[config.mk]
export PLATFORM = sky130hd
export DESIGN_NAME = keypad_scan_encoder
export DESIGN_NICKNAME = d
export VERILOG_FILES = /design/src/rtl/keypad_scan_encoder.sv
export SDC_FILE = /design/constraint.sdc
export NUM_CORES = 1
export LEC_CHECK = 0
export ABC_CLOCK_PERIOD_IN_PS = 4900
export CORE_MARGIN = 2
export CORE_UTILIZATION = 28
export CTS_CLUSTER_SIZE = 20
export DETAILED_ROUTE_END_ITERATION = 16
export GPL_TIMING_DRIVEN = 0
export SETUP_SLACK_MARGIN = 0.3
export SLEW_MARGIN = 25
export SYNTH_ARGS = -nofsm -noshare
export SYNTH_HDL_FRONTEND = slang
export SYNTH_SLANG_ARGS = --single-unit
[constraint.sdc]
create_clock -name clk -period 4.9 [get_ports clk]
set_input_delay 0.735 -clock clk [delete_from_list [all_inputs] [get_ports clk]]
set_output_delay 0.735 -clock clk [all_outputs]
set_load 0.01 [all_outputs]
[src/rtl/keypad_scan_encoder.sv]
// Keypad front end: synchronise, priority-encode and debounce NUM_KEYS raw lines, plus a
// programmable tick muxed onto pgt. Optional auto-repeat is enabled by defining AUTO_REPEAT_EN.
module keypad_scan_encoder #(
  parameter int NUM_KEYS      = 10,
  parameter int CODE_W        = 4,
  parameter int DEB_CYCLES    = 50000,
  parameter int DIV_CYCLES    = 50_000_000,
  parameter int REPEAT_DELAY  = 25_000_000,
  parameter int REPEAT_PERIOD = 10_000_000
) (
  input  logic                clk,
  input  logic                rst_n,
  input  logic [NUM_KEYS-1:0] keys,
  input  logic                en,
  output logic [CODE_W-1:0]   code,
  output logic                key_valid,
  output logic                load,
  output logic                tick,
  output logic                pgt
);

  localparam int CNT_W = $clog2(DEB_CYCLES);
  localparam int DIV_W = $clog2(DIV_CYCLES);

  typedef enum logic [1:0] {
    IDLE,
    DEBOUNCE,
    PRESSED,
    RELEASE
  } state_t;

  if (NUM_KEYS < 2 || NUM_KEYS > 32 || CODE_W < $clog2(NUM_KEYS) || DEB_CYCLES < 2 ||
      DIV_CYCLES < 2 || REPEAT_DELAY < 1 || REPEAT_PERIOD < 1) begin : g_bad_params
    $error("keypad_scan_encoder: parameter out of range");
  end

  logic [NUM_KEYS-1:0] key_meta;
  logic [NUM_KEYS-1:0] key_sync;
  logic [NUM_KEYS-1:0] key_prev;
  logic                any;
  logic                changed;
  logic [CODE_W-1:0]   cur;

  state_t              state;
  state_t              state_next;
  logic [CNT_W-1:0]    cnt;
  logic [CNT_W-1:0]    cnt_next;
  logic [CODE_W-1:0]   cand;
  logic [CODE_W-1:0]   cand_next;
  logic [CODE_W-1:0]   code_next;
  logic                kv_next;

  logic [DIV_W-1:0]    div_cnt;

`ifdef AUTO_REPEAT_EN
  localparam int RPT_MAX = (REPEAT_DELAY > REPEAT_PERIOD) ? REPEAT_DELAY : REPEAT_PERIOD;
  localparam int RPT_W   = $clog2(RPT_MAX + 1);

  logic [RPT_W-1:0]    rpt_cnt;
  logic [RPT_W-1:0]    rpt_cnt_next;
  logic                rpt_seen;
  logic                rpt_seen_next;
  logic [RPT_W-1:0]    rpt_target;

  // First repeat waits the long delay, later ones the shorter period
  assign rpt_target = rpt_seen ? RPT_W'(REPEAT_PERIOD - 1) : RPT_W'(REPEAT_DELAY - 1);
`endif

  // key_prev lets RELEASE notice any movement on the lines and restart its count
  always_ff @(posedge clk or negedge rst_n) begin
    if (!rst_n) begin
      key_meta <= '0;
      key_sync <= '0;
      key_prev <= '0;
    end else begin
      key_meta <= keys;
      key_sync <= key_meta;
      key_prev <= key_sync;
    end
  end

  always_comb begin
    cur = '0;
    for (int i = 0; i < NUM_KEYS; i++) begin
      if (key_sync[i]) cur = CODE_W'(i);
    end
  end

  assign any     = |key_sync;
  assign changed = (key_sync != key_prev);

  always_ff @(posedge clk or negedge rst_n) begin
    if (!rst_n) begin
      state     <= IDLE;
      cnt       <= '0;
      cand      <= '0;
      code      <= '0;
      key_valid <= 1'b0;
    end else begin
      state     <= state_next;
      cnt       <= cnt_next;
      cand      <= cand_next;
      code      <= code_next;
      key_valid <= kv_next;
    end
  end

`ifdef AUTO_REPEAT_EN
  always_ff @(posedge clk or negedge rst_n) begin
    if (!rst_n) begin
      rpt_cnt  <= '0;
      rpt_seen <= 1'b0;
    end else begin
      rpt_cnt  <= rpt_cnt_next;
      rpt_seen <= rpt_seen_next;
    end
  end
`endif

  // Cooking mode overrides the keypad entirely; code keeps the last accepted key
  always_comb begin
    state_next = state;
    cnt_next   = cnt;
    cand_next  = cand;
    code_next  = code;
    kv_next    = 1'b0;
`ifdef AUTO_REPEAT_EN
    rpt_cnt_next  = '0;
    rpt_seen_next = 1'b0;
`endif
    if (en) begin
      state_next = IDLE;
      cnt_next   = '0;
    end else begin
      case (state)
        IDLE: begin
          if (any) begin
            state_next = DEBOUNCE;
            cand_next  = cur;
            cnt_next   = '0;
          end
        end
        DEBOUNCE: begin
          if (!any || cur != cand) begin
            state_next = IDLE;
          end else if (cnt == CNT_W'(DEB_CYCLES - 1)) begin
            state_next = PRESSED;
            code_next  = cand;
            kv_next    = 1'b1;
          end else begin
            cnt_next = cnt + 1'b1;
          end
        end
        PRESSED: begin
          if (!any || cur != cand) begin
            state_next = RELEASE;
            cnt_next   = '0;
          end else begin
`ifdef AUTO_REPEAT_EN
            if (rpt_cnt == rpt_target) begin
              kv_next       = 1'b1;
              rpt_cnt_next  = '0;
              rpt_seen_next = 1'b1;
            end else begin
              rpt_cnt_next  = rpt_cnt + 1'b1;
              rpt_seen_next = rpt_seen;
            end
`endif
          end
        end
        RELEASE: begin
          if (any && cur == cand) begin
            state_next = PRESSED;
          end else if (changed) begin
            cnt_next = '0;
          end else if (cnt == CNT_W'(DEB_CYCLES - 1)) begin
            state_next = IDLE;
          end else begin
            cnt_next = cnt + 1'b1;
          end
        end
        default: begin
          state_next = IDLE;
          cnt_next   = '0;
        end
      endcase
    end
  end

  // A key still counts as held while its release is being debounced
  assign load = (state == PRESSED) || (state == RELEASE);

  always_ff @(posedge clk or negedge rst_n) begin
    if (!rst_n) begin
      div_cnt <= '0;
      tick    <= 1'b0;
    end else if (!en) begin
      div_cnt <= '0;
      tick    <= 1'b0;
    end else begin
      tick    <= (div_cnt == DIV_W'(DIV_CYCLES - 1));
      div_cnt <= (div_cnt == DIV_W'(DIV_CYCLES - 1)) ? '0 : div_cnt + 1'b1;
    end
  end

  assign pgt = en ? tick : key_valid;

endmodule
* After elaboration in Yosys (flattened, before gate mapping) *
Cells that the tools add are included.

word-level totals
  word-level logic and storage cells = 73
  input bits = 13
  output and inout port bits = 8
  bits in registers = 84

operators by class
  multiplexer cells = 34
  equality and inequality tests = 15
  reduce and logical (&&, ||, !) cells = 10
  add/sub/neg operators = 2
  bitwise gates (word level) = 2

operators with widths
  kind                                                             count
  16-bit two-way mux                                               7
  16-bit one-hot mux with 4 select lines                           1
  26-bit two-way mux                                               2
  4-bit two-way mux                                                8
  26-bit by 1-bit adder with 26-bit output, second input constant  1
  26-bit == test, second input constant                            1
  16-bit by 1-bit adder with 16-bit output, second input constant  1
  16-bit == test, second input constant                            1
  2-bit two-way mux                                                8
  3-bit != test, second input constant                             4
  4-bit != test, second input constant                             3
  10-bit != test                                                   1
  10-bit OR reduction                                              1
  2-bit one-hot mux with 4 select lines                            1
  4-bit AND reduction                                              2
  1-bit two-way mux                                                7
  5-bit AND reduction                                              1
  2-bit == test, second input constant                             2
  4-bit == test                                                    1
  4-bit != test                                                    1
  3-bit AND reduction                                              1
  2-bit by 1-bit == test with 1-bit output, second input constant  1
  2-bit logical NOT                                                1
  1-bit logical OR                                                 2
  3 further kinds                                                  4

* Logic depth before layout (Yosys ltp) *
Gate-level depths: netlist of the first run.

  depth after elaboration = 14
  gate-level depth with buffers = 9
  mapped depth without buffers = 8

* Worst setup path before layout of the first run *
No wires, ideal clock.

  path kind = reg2reg
  from = reg key_sync[4]
  to = reg cnt[8]
  path buffers = 1
  setup slack = 2.503 ns
  library setup time = 0.126 ns
  cell stages (with the launch flop) = 9
  data arrival time = 2.271 ns
  period minus slack after synthesis = 2.397 ns
  required time = 4.774 ns
  path through = dfrtp_1 -> or2_4 -> o211a_1 -> a2111oi_4 -> and3_4 -> a2111oi_4 -> or2_1 -> buf_6 -> a221o_1

between the ends
  cells in the longest elaborated chain, start to end = 10
  elaborated cells on any way between the ends = 22
  those cells by class = eq/ne: 7; mux: 10; reduce/logical: 5

RTL lines
  item                                                          line           RTL
  from (decl)                                                   38             logic [NUM_KEYS-1:0] key_sync;
  from (signal assigned)                                        77             key_sync <= key_meta;
  4-bit two-way mux (6 in series)                               85             if (key_sync[i]) cur = CODE_W'(i);
  4-bit == test / 4-bit != test (equally long branches)         172, 144, 155
  1-bit logical AND / 1-bit logical OR (equally long branches)  172, 144, 155
  3-bit != test (no line)                                       --
  4-bit AND reduction (no line)                                 --
  to (signal assigned)                                          101            cnt <= cnt_next;
  to (decl)                                                     46             logic [CNT_W-1:0] cnt;

Parallel ways exist; a longest one is shown, timed or not. The select of a mux whose other input is x is not followed.
A chain may end at the register's enable or synchronous reset.

* Worst setup path in the final report of the first run *
  from = in en
  to = out pgt

between the ends
  cells in the longest elaborated chain, start to end = 1

RTL lines
  item               line  RTL
  from (decl)        14    input logic en,
  1-bit two-way mux  206   assign pgt = en ? tick : key_valid;
  to (decl)          19    output logic pgt

Every way passes these cells.

==> results of run 1 <==
metal layers:
metal	global-route usage (%)	routed length, um	vias up
met2	18.7	3840	51
met3	2.29	248	10
li1	-	-	1409
met5	0	0	-
met1	15.0	3710	1394
met4	6.32	150	0
registers in the layout, summed over array words and instances, names as in the netlist:
register and flops:
div_cnt 26, cnt 16, key_meta 10, key_prev 10, key_sync 10, cand 4, code 4, state 2
key_valid 1, tick 1
cells in the final DEF, fill, tap and decap left out, types with 5 or more instances in the layout:
| cell type | synthesis | routed |
|---|---|---|
| a21oi_1 | 8 | 8 |
| a221o_1 | 9 | 9 |
| and3_1 | 11 | 11 |
| clkbuf_1 | 6 | 6 |
| clkbuf_16 | 0 | 9 |
| clkdlybuf4s50_1 | 0 | 19 |
| dfrtp_1 | 84 | 84 |
| inv_1 | 13 | 13 |
| nand2_1 | 21 | 21 |
| nand3_1 | 22 | 22 |
| nand4_1 | 7 | 7 |
| nor2_1 | 54 | 54 |
| nor3_1 | 7 | 7 |
| nor4_1 | 9 | 9 |
| o21ai_0 | 11 | 11 |
| or3_1 | 5 | 5 |
| xnor2_1 | 7 | 7 |
| xor2_1 | 24 | 24 |
metrics by stage:
step	worst slack, ns	std cells	power (uW)	hold WS [ns]
after floorplan	2.50	376	826	0.331
final	1.63	592	1490	0.340
after detailed placement	1.60	577	874	0.336
after global placement	0.188	576	867	0.332
after CTS	1.60	592	1510	0.339
after global routing	1.52	592	1560	0.358
logic make-up (layout without fill, tap and decap cells):
group           Yosys count  after routing  synth area share [%]
simple gates            169            169                  22.9
flops                    84             84                  52.3
buf+inv                  27             63                  4.08
mux                       5              5                  1.40
fa+ha+maj                 2              2                 0.622
compound gates           58             58                  11.9
xor+xnor                 31             31                  6.75
area by class of cell:
type	count	area, um2
clock inverters	6	50.0
fillers	1403	9190
clock buffers	9	225
plain buffers	13	111
well taps	180	225
inverters	14	52.6
multi-input cells	265	1760
flip-flops and latches	84	2100
repair buffers	21	225
power by group:
| part | total (uW) | leakage, uW | internal (uW) | switching [uW] |
|---|---|---|---|---|
| Clock | 635 | 0.000128 | 345 | 290 |
| Combinational | 123 | 0.000781 | 53.8 | 69.0 |
| Sequential | 736 | 0.00109 | 715 | 20.8 |
| Total | 1490 | 0.00200 | 1110 | 380 |
critical path: stages:
cell and delay, ns:
clkdlybuf4s50_1 0.50, clkbuf_1 0.43, mux2_2 0.39, clkdlybuf4s50_1 0.47
final timing paths:
kind                                    end  slack, ns
worst max-delay path                    pgt       1.63
worst min-delay path               state[0]       0.34
worst max register to register       cnt[1]       2.26
worst min register to register  key_sync[9]       0.35
max in group asynchronous       div_cnt[13]       3.96
min in group clk                key_sync[9]       0.35
==> results_dict.tcl, run 1 <==
set metrics [dict create \
    status "finished, final reports clean" \
    route.vias.total 2864 \
    ys_seq_area_share_pct 52.3 \
    fin_crit_ns 3.27 \
    fin_crit_sh_pct 66.8 \
    startpoint "en" \
    grt_max_degree 54 \
    cp_data_required_time_ns 4.16 \
    cts_resized 0 \
    start_util_pct 28.9 \
    setup.worst_path.class "input port to primary output" \
    syn_nets 391 \
    cts_max_level 3 \
    max_freq_mhz 306 \
    worst_ep_arrival_time_ns 2.54 \
    boundaryPins 21 \
    ys_top_cells_by_count "dfrtp_1 (84), nor2_1 (54), xor2_1 (24)" \
    core_um2 13900 \
    stdcell_area_um2 4750 \
    layout-drive-gt1-share_pct 11.2 \
    yosys.cell_types.count 64 \
    ir_worst_vdd_mv 0.200 \
    synth_edf_count 0 \
    cts_tree "yes" \
    r2r_start "cnt[11]" \
    cts-root-buf "clkbuf_16" \
    worst-slew-pin-transition_ns 0.741 \
    startpoint_type "input port" \
    cts.sinks 84 \
    fin_worst_skew_ns 0.00697 \
    syn_area_um2 4020 \
    setup_tns_ns 0 \
    port_buffers 20 \
    fp-row-count 43 \
    gp_congestion 0.805 \
    via_per_inst 4.84 \
    yosys.area.top_type_share_pct 52.3 \
    hold_buffers 0 \
    r2r_cells 7 \
    post_drt_wl_per_cell_um 13.4 \
    synth-seq-cells 84 \
    die_w_um 124 \
    placed_cell_area_um2 4470 \
    rsz0062_at_grt "false" \
    cts_buffers 9 \
    clk_pin_slew_ns 0.07 \
    antenna_cells 0 \
    clockBufferDepth 2 \
    die_h_um 124 \
    dieArea_um2 15300 \
    maxSlewViolCount 0 \
    drt_wl_total_um 7950 \
    drtPass1Iterations 4 \
    crit_fanout 10 \
    post-cts-setup-buffers 0 \
    syn_inst 376 \
    ant_nets 0 \
    hold_viol_final 0 \
    grt_pass1_vias 2928 \
    power_density_nw_per_um2 315 \
    synthArstFlopShare_pct 100 \
    ys.flop_type "dfrtp_1" \
    synthTopCellsByArea "dfrtp_1 (52%), xor2_1 (5.2%), nor2_1 (5.0%)" \
    nNetsFinal 423 \
    setup_viol 0 \
    grt-ovfl-total 0 \
    dp_hpwl_um 5690 \
    ys_warn_count 0 \
    drc 0 \
    final_util_pct 34.1 \
    grt_pass1_wl_um 14000 \
    antenna_found_initial 0 \
    critPathCaptureType "primary output" \
    insertion_delay_ns 0.34 \
    slew_headroom_pct 50.1 \
    maxCapViolCount 0 \
    yosysMostFrequentCell "dfrtp_1" \
    synth_top_area_cell "dfrtp_1" \
    min_path_type "input port to async pin" \
    area_growth_pct 18.0 \
    syn_avg_cell_area_um2 10.7 \
    p_leak_uw 0.00200 \
    grt_util_all_layers_pct 11.7 \
    initialDrtViolationCount 178 \
]
No activity file was read; power rests on OpenSTA's default activity.
==> inputs of run 2 (changes only) <==
Settings changed: ABC_CLOCK_PERIOD_IN_PS 4900 to 3000.
Clock period 4.9 ns to 3 ns, I/O delays scaled along.
==> run 2 against run 1 <==
Against the previous run: power is 65% higher; critical path depth is 3 higher; clock skew is 0.00087 ns higher; sequential share of layout area is 0.57 points lower; final cell count is 0.34% higher; sequential power is 63% higher; worst setup slack worse by 1.2 ns; clock power is 64% higher; cell area is 1.4% higher; die area stayed put; global-route usage stayed put; critical endpoint is now cnt[1]; largest power group unchanged; highest routed layer unchanged.
==> results_dict.tcl, run 2 (synthesis gave the netlist of run 1 again) <==
set metrics [dict create \
    status "finished, final reports clean" \
    critPathCaptureType "flop" \
    cts_buffers 9 \
    cts.sinks 84 \
    drc 0 \
    die_h_um 124 \
    drt_wl_total_um 8090 \
    gp_congestion 0.805 \
    grt_pass1_vias 2928 \
    reg_top3 "div_cnt x26, cnt x16" \
    p_leak_uw 0.00202 \
    ant_nets 0 \
    startpoint_type "flop" \
    maxSlewViolCount 0 \
    boundaryPins 21 \
    die_w_um 124 \
    clockBufferDepth 2 \
    worst_ep_arrival_time_ns 2.86 \
    cp_data_required_time_ns 3.28 \
    max_freq_mhz 388 \
    largest-register "div_cnt" \
    drtPass1Iterations 4 \
    clk_pin_slew_ns 0.07 \
    r2r_slack_ns 0.42 \
    nNetsFinal 425 \
    hold_buffers 0 \
    grt-ovfl-total 0 \
    fillers 1398 \
    total_power_uw 2460 \
    min_path_type "input port to async pin" \
    largest_reg_flops 26 \
    core_um2 13900 \
    antenna_found_initial 0 \
    grt_pass1_wl_um 14000 \
    initialDrtViolationCount 152 \
    via_per_inst 4.83 \
    start_util_pct 28.9 \
    hold_viol_final 0 \
    fin_crit_sh_pct 85.9 \
    cts_max_level 3 \
    crit_fanout 7 \
    port_buffers 20 \
    rsz0062_at_grt "false" \
    setup_viol 0 \
    slew_headroom_pct 54.4 \
    grt_util_all_layers_pct 11.7 \
    maxCapViolCount 0 \
    final_cell_mix "dfrtp_1 (82), nor2_1 (53), xor2_1 (24), nand3_1 (22), nand2_1 (21)" \
    r2r_cells 7 \
    route.vias.total 2870 \
    cts_tree "yes" \
    worst_slack_ns 0.423 \
    insertion_delay_ns 0.34 \
    rr_endpoint "cnt[1]" \
    setup.worst_path.class "flop to flop" \
    power_density_nw_per_um2 511 \
    post_drt_wl_per_cell_um 13.6 \
    r2r_start "cnt[11]" \
    grt_max_degree 54 \
    dp_hpwl_um 5690 \
    cts-root-buf "clkbuf_16" \
    worst-slew-pin-transition_ns 0.678 \
    post-place-ws_ns 0.268 \
    dieArea_um2 15300 \
    fp-row-count 43 \
    layout-drive-gt1-share_pct 13.3 \
    area_growth_pct 19.7 \
    fin_worst_skew_ns 0.00784 \
    startpoint "cnt[11]" \
    hold_ws_ns 0.0549 \
    fin_crit_ns 2.58 \
    antenna_cells 0 \
    final_common_cell "dfrtp_1" \
    ir_worst_vdd_mv 0.329 \
]
## run 2: through the flow
step | TNS [ns] | cells | utilization, % | instance area [um2]
2_1_floorplan | 0 | 376 | - | 4020
5_1_grt | 0 | 594 | 34.6 | 4810
3_3_place_gp | -119.25 | 576 | 31.9 | 4450
4_1_cts | 0 | 592 | 34.1 | 4750
3_5_place_dp | 0 | 577 | 32.1 | 4470
6_report | 0 | 594 | 34.6 | 4810
## run 2: worst max-delay path, cell delays in order, from the launching register on
cell	delay [ns]
dfrtp_1	0.45
or4b_1	0.61
nor4_1	0.63
nand2_1	0.17
nor2_1	0.14
a211oi_1	0.07
a311oi_1	0.32
a31o_1	0.13
## run 2: metal layers
metal,up-vias,wire [um],GRT usage [%]
met2,29,3970,18.7
li1,1415,-,-
met1,1417,3830,15.0
met3,9,157,2.29
met4,0,132,6.32
met5,-,0,0
## run 2: layout make-up
class	instances	area, um2	area share [%]
multi-input combinational	265	1800	37.5
clock buffer	9	225	4.68
tap	180	225	4.68
inverter	14	52.6	1.09
buffer	13	113	2.34
sequential	84	2100	43.7
timing repair buffer	23	240	4.99
clock inverter	6	50.0	1.04
## run 2: how the worst max path moves through the flow
| stage | to | slack, ns | cells after the start |
|---|---|---|---|
| after global placement | div_cnt[21] | -1.43 | 1 |
| after floorplan | cnt[8] | 0.60 | 8 |
| after global routing | code[2] | 0.30 | 7 |
| after CTS | cnt[11] | 0.34 | 8 |
| final | cnt[1] | 0.42 | 7 |
| after detailed placement | pgt | 0.27 | 4 |
## run 2: where the power goes
part / switching [uW] / internal (uW)
clock: 477 / 563
sequential: 36.1 / 1170
combinational: 121 / 96.7
total: 634 / 1830
## run 2: timing repair
| action | CTS | global route |
|---|---|---|
| gates resized for setup | 1 | 9 |
| buffers inserted | 0 | 2 |
| endpoints found under the setup margin | 1 | 16 |
| pin swaps | 0 | 2 |
